$ cat src/rtl/req_encoder4_pkg.sv
// Shared definitions for the request encoder: default sizes and FSM state encoding.
package req_encoder4_pkg;

  localparam int N_DEF = 4;
  localparam int W_DEF = 2;

  typedef enum logic {
    ST_IDLE = 1'b0,
    ST_BUSY = 1'b1
  } state_e;

endpackage

$ cat src/rtl/prio_enc.sv
// Combinational highest-set-bit encoder: N request lines to a W-bit index plus any-set flag.
module prio_enc #(
  parameter int N = 4,
  parameter int W = 2
) (
  input  logic [N-1:0] req_i,
  output logic [W-1:0] idx_o,
  output logic         any_o
);

  // Ascending scan so the last (highest) set bit overwrites lower ones.
  always_comb begin
    // NOTE: assign a default before the loop so no path leaves idx_o unassigned (no latch).
    idx_o = '0;
    for (int i = 0; i < N; i++) begin
      if (req_i[i]) idx_o = W'(i);
    end
  end

  assign any_o = |req_i;

endmodule

$ cat src/rtl/req_encoder4.sv
// Collects request pulses into a pending register and grants them one at a time,
// highest index first, over a Valid/Ack handshake.
module req_encoder4
  import req_encoder4_pkg::*;
#(
  parameter int N = N_DEF,
  parameter int W = W_DEF
) (
  input  logic         clk_i,
  input  logic         rst_i,
  input  logic         en_i,
  input  logic [N-1:0] req_i,
  input  logic         ack_i,
  output logic [W-1:0] y_o,
  output logic         valid_o,
  output logic [N-1:0] pending_o,
  output logic         drop_o
);

  state_e         state_q;
  logic [N-1:0]   pending_q, pending_d;
  logic [W-1:0]   y_q;
  logic           valid_q;
  logic           drop_q, drop_d;
  logic [N-1:0]   clr_mask;
  logic [W-1:0]   enc_idx;
  logic           any_pending;
  logic           accept;

  prio_enc #(.N(N), .W(W)) u_prio_enc (
    .req_i (pending_q),
    .idx_o (enc_idx),
    .any_o (any_pending)
  );

  assign accept = (state_q == ST_BUSY) && ack_i;

  // A request arriving on the accept edge for the granted bit re-sets it after the clear.
  always_comb begin
    clr_mask = '0;
    if (accept) clr_mask[y_q] = 1'b1;
    pending_d = (pending_q & ~clr_mask) | req_i;
    drop_d    = |(req_i & pending_q & ~clr_mask);
  end

  // NOTE: sequential state uses non-blocking assignments so every register samples pre-edge values.
  always_ff @(posedge clk_i or posedge rst_i) begin
    if (rst_i) begin
      state_q   <= ST_IDLE;
      pending_q <= '0;
      y_q       <= '0;
      valid_q   <= 1'b0;
      drop_q    <= 1'b0;
    end else begin
      pending_q <= pending_d;
      drop_q    <= drop_d;
      case (state_q)
        ST_IDLE: begin
          if (en_i && any_pending) begin
            y_q     <= enc_idx;
            valid_q <= 1'b1;
            state_q <= ST_BUSY;
          end
        end
        ST_BUSY: begin
          // En is ignored here: a presented grant is only retired by Ack.
          if (ack_i) begin
            valid_q <= 1'b0;
            state_q <= ST_IDLE;
          end
        end
        default: begin
          valid_q <= 1'b0;
          state_q <= ST_IDLE;
        end
      endcase
    end
  end

  assign y_o       = y_q;
  assign valid_o   = valid_q;
  assign pending_o = pending_q;
  assign drop_o    = drop_q;

endmodule

$ cat config.mk
export PLATFORM = sky130hd
export DESIGN_NAME = req_encoder4
export DESIGN_NICKNAME = d
export VERILOG_FILES = /design/src/rtl/req_encoder4_pkg.sv /design/src/rtl/prio_enc.sv /design/src/rtl/req_encoder4.sv
export SDC_FILE = /design/constraint.sdc
export NUM_CORES = 1
export LEC_CHECK = 0
export BUFFER_PORTS_ARGS = -buffer_cell sky130_fd_sc_hd__buf_2
export CAP_MARGIN = 20
export CORE_AREA = 3 3 40 42
export DETAILED_ROUTE_END_ITERATION = 10
export DIE_AREA = 0 0 43 45
export PLACE_DENSITY = 0.53
export SYNTH_ARGS = -nofsm -noshare
export SYNTH_HDL_FRONTEND = slang
export SYNTH_SLANG_ARGS = --single-unit
$ cat constraint.sdc
create_clock -name clk_i -period 3.2 [get_ports clk_i]
set_clock_uncertainty 0.2 [all_clocks]
set_input_delay 0.48 -clock clk_i [delete_from_list [all_inputs] [get_ports clk_i]]
set_output_delay 0.48 -clock clk_i [all_outputs]
set_load 0.02 [all_outputs]
==> flow_metrics.py <==
metrics = {
    "timing": {
        "finalHoldViolCount": 0,
        "fmax_mhz": 633,
        "fin_ws_ns": 1.62,
        "setup_viol": 0,
        "fin_setup_tns_ns": 0,
        "final_max_slew_viol_count": 0,
        "worst_slew_pin_slew_ns": 0.349,
        "finalCritPeriodShare_pct": 49.3,
        "fin_hold_ws_ns": 0.217,
        "finalCriticalPeriod_ns": 1.58,
        "rsz0062_at_grt": "false",
        "slew_headroom_pct": 76.7,
    },
    "logic_synthesis": {
        "ys_ff_latch": 9,
        "syn-num-nets": 44,
        "yosys.area_share.xor_xnor_pct": 0,
        "synth_top_area_share_pct": 55.7,
        "synth-simple-area-share_pct": 13.9,
        "synth_warnings": 0,
        "synthTopCellsByArea": "dfrtp_1, inv_1, o31ai_4",
        "synth_fa_ha_area_share_pct": 0,
        "yosysTopAreaCell": "dfrtp_1",
        "syn_avg_cell_area_um2": 11.2,
        "synth_top_family_by_area": "compound AO/OA/AOI/OAI gates",
        "mappedNetlistArea_um2": 404,
        "netlist_instances": 36,
        "synthMuxAreaShare_pct": 2.48,
        "synth_compound_area_share_pct": 22.3,
        "yosysUniqueCellTypes": 18,
        "ys_seq_area_share_pct": 55.7,
    },
    "global_route": {
        "gr-total-overflow": 0,
        "grt_max_degree": 10,
        "grt_pass1_wl_um": 1380,
        "grt_usage_pct": 10.3,
        "grt_pass1_vias": 326,
        "antenna_found_initial": 0,
    },
    "placed_design": {
        "gp_congestion": 0.673,
        "pre_cts_slack_ns": 1.73,
        "hpwl_um": 671,
        "portBuffers": 15,
        "place_inst": 66,
    },
    "worst_setup_path": {
        "crit_buf_inv": 1,
        "critPathArrivalTime_ns": 0.90,
        "cp_max_fo": 6,
        "cpMaxStageDelayCell": "dfrtp_1",
        "cpPeakStageDelay_ns": 0.44,
        "crit_chain": "buf_2",
        "crit_path_start_kind": "flip-flop",
        "critical_path_class": "flip-flop to output pin",
        "end_kind": "output pin",
        "worstPathRequired_ns": 2.52,
        "critPathTopFamily": "flip-flops",
    },
    "drt": {
        "viasPerCell": 4.62,
        "via_count": 328,
        "drt_iter0_drc": 2,
        "wirelength_um": 876,
        "wl_per_cell_um": 12.3,
        "ant_nets": 0,
        "drcViolationCount": 0,
        "dr.pass1.iters": 4,
    },
    "outcome": {
        "status": "complete, no violations",
    },
    "floorplan": {
        "start_util_pct": 31.5,
        "pin_count": 16,
        "fp.coreArea_um2": 1280,
        "std_cell_rows": 13,
        "die_w_um": 43,
        "dieArea_um2": 1940,
        "die_h_um": 45,
    },
    "finish": {
        "mostFrequentLayoutCell": "buf_2",
        "drive_above_1_share_pct": 41.1,
        "final_cell_mix": "buf_2, dfrtp_1, inv_1",
        "nNetsFinal": 65,
        "antennaDiodeCount": 0,
        "finalNonFillerCells": 71,
        "finalCoreUtilization_pct": 41.6,
        "synthToLayoutAreaGrowth_pct": 32.2,
    },
    "clocking": {
        "post_cts_buffers": 0,
        "clkSlewWorstSetupHoldPaths_ns": 0.06,
        "cts_made_buffers": 3,
        "clk_latency_ns": 0.26,
        "cts_tree": "built",
        "ctsHtreeMaxLevel": 1,
        "cts_buffer_depth": 2,
        "clock_sinks": 9,
        "cts_root_buf": "clkbuf_4",
        "cts_resized": 0,
        "holdBufCountCts": 1,
    },
    "power_and_ir_drop": {
        "power.static_leakage_nw": 0.248,
        "p_per_area_nw_per_um2": 547,
        "vdd_drop_max_mv": 0.173,
    },
    "flow_run": {
        "maxCapViolCount": 0,
    },
    "hold_path": {
        "hp-class": "input pin to flip-flop",
    },
}
==> final timing paths <==
kind	depth (start not counted)	from	slack (ns)	to
worst min register to register	2	valid_o$_DFFE_PP0P_	0.27	valid_o$_DFFE_PP0P_
min in group asynchronous	3	rst_i	0.52	y_o[1]$_DFFE_PP0P_
worst max register to register	3	pending_o[2]$_DFF_PP0_	1.75	y_o[0]$_DFFE_PP0P_
max in group asynchronous	3	rst_i	2.03	pending_o[3]$_DFF_PP0_
worst max-delay path	1	y_o[1]$_DFFE_PP0P_	1.62	y_o[1]
worst min-delay path	2	req_i[2]	0.22	pending_o[2]$_DFF_PP0_
==> final cells by class <==
type                       instances  area, um2
multi-input combinational         21        156
clock buffer                       4       26.3
tap                               15       18.8
timing repair buffer              16       85.1
sequential                         9        225
fill                             139        751
inverter                           6       22.5
==> Yosys cell counts (all sizes together) <==
cell and n:
and2 1, or2 1, nand4b 1, a21o 2, o21ai 1, nand2 5, o31ai 3, a21oi 1
inv 6, o221ai 1, mux2i 1, nor2b 1, dfrtp 9, a22o 1, a32oi 1, nand4 1
==> power breakdown <==
group          switching [mW]  internal [mW]  total [mW]
registers              0.0154          0.127       0.143
logic                  0.0363         0.0255      0.0619
clock network          0.0400         0.0481      0.0881
==> registers in the layout, indices dropped and copies added (netlist names) <==
name,count
drop_o,1
y_o,2
state_q,1
pending_o,4
valid_o,1
==> stage by stage <==
step / power, mW / area, um2
2_1_floorplan: 0.182 / 404
3_3_place_gp: 0.206 / 498
3_5_place_dp: 0.206 / 498
4_1_cts: 0.298 / 534
5_1_grt: 0.308 / 534
6_report: 0.293 / 534
==> worst reg2reg max path, cell delays in order (launching register included) <==
cell	delay [ns]
dfrtp_1	0.42
or2_4	0.28
o31ai_4	0.25
mux2i_1	0.22
==> cells by family after synthesis <==
logic type | after synthesis
compound gates | 10
buf+inv | 6
flops | 9
mux | 1
simple gates | 10
==> per-layer routing <==
layer | track usage [%] | share of wire, % | vias up
li1 | - | - | 167
met1 | 12.9 | 46 | 149
met2 | 14.4 | 45 | 12
met3 | 3.98 | 8.9 | 0
met4 | 7.23 | 0 | 0
met5 | 0 | 0 | -
Power figures use the tool's default switching activity.
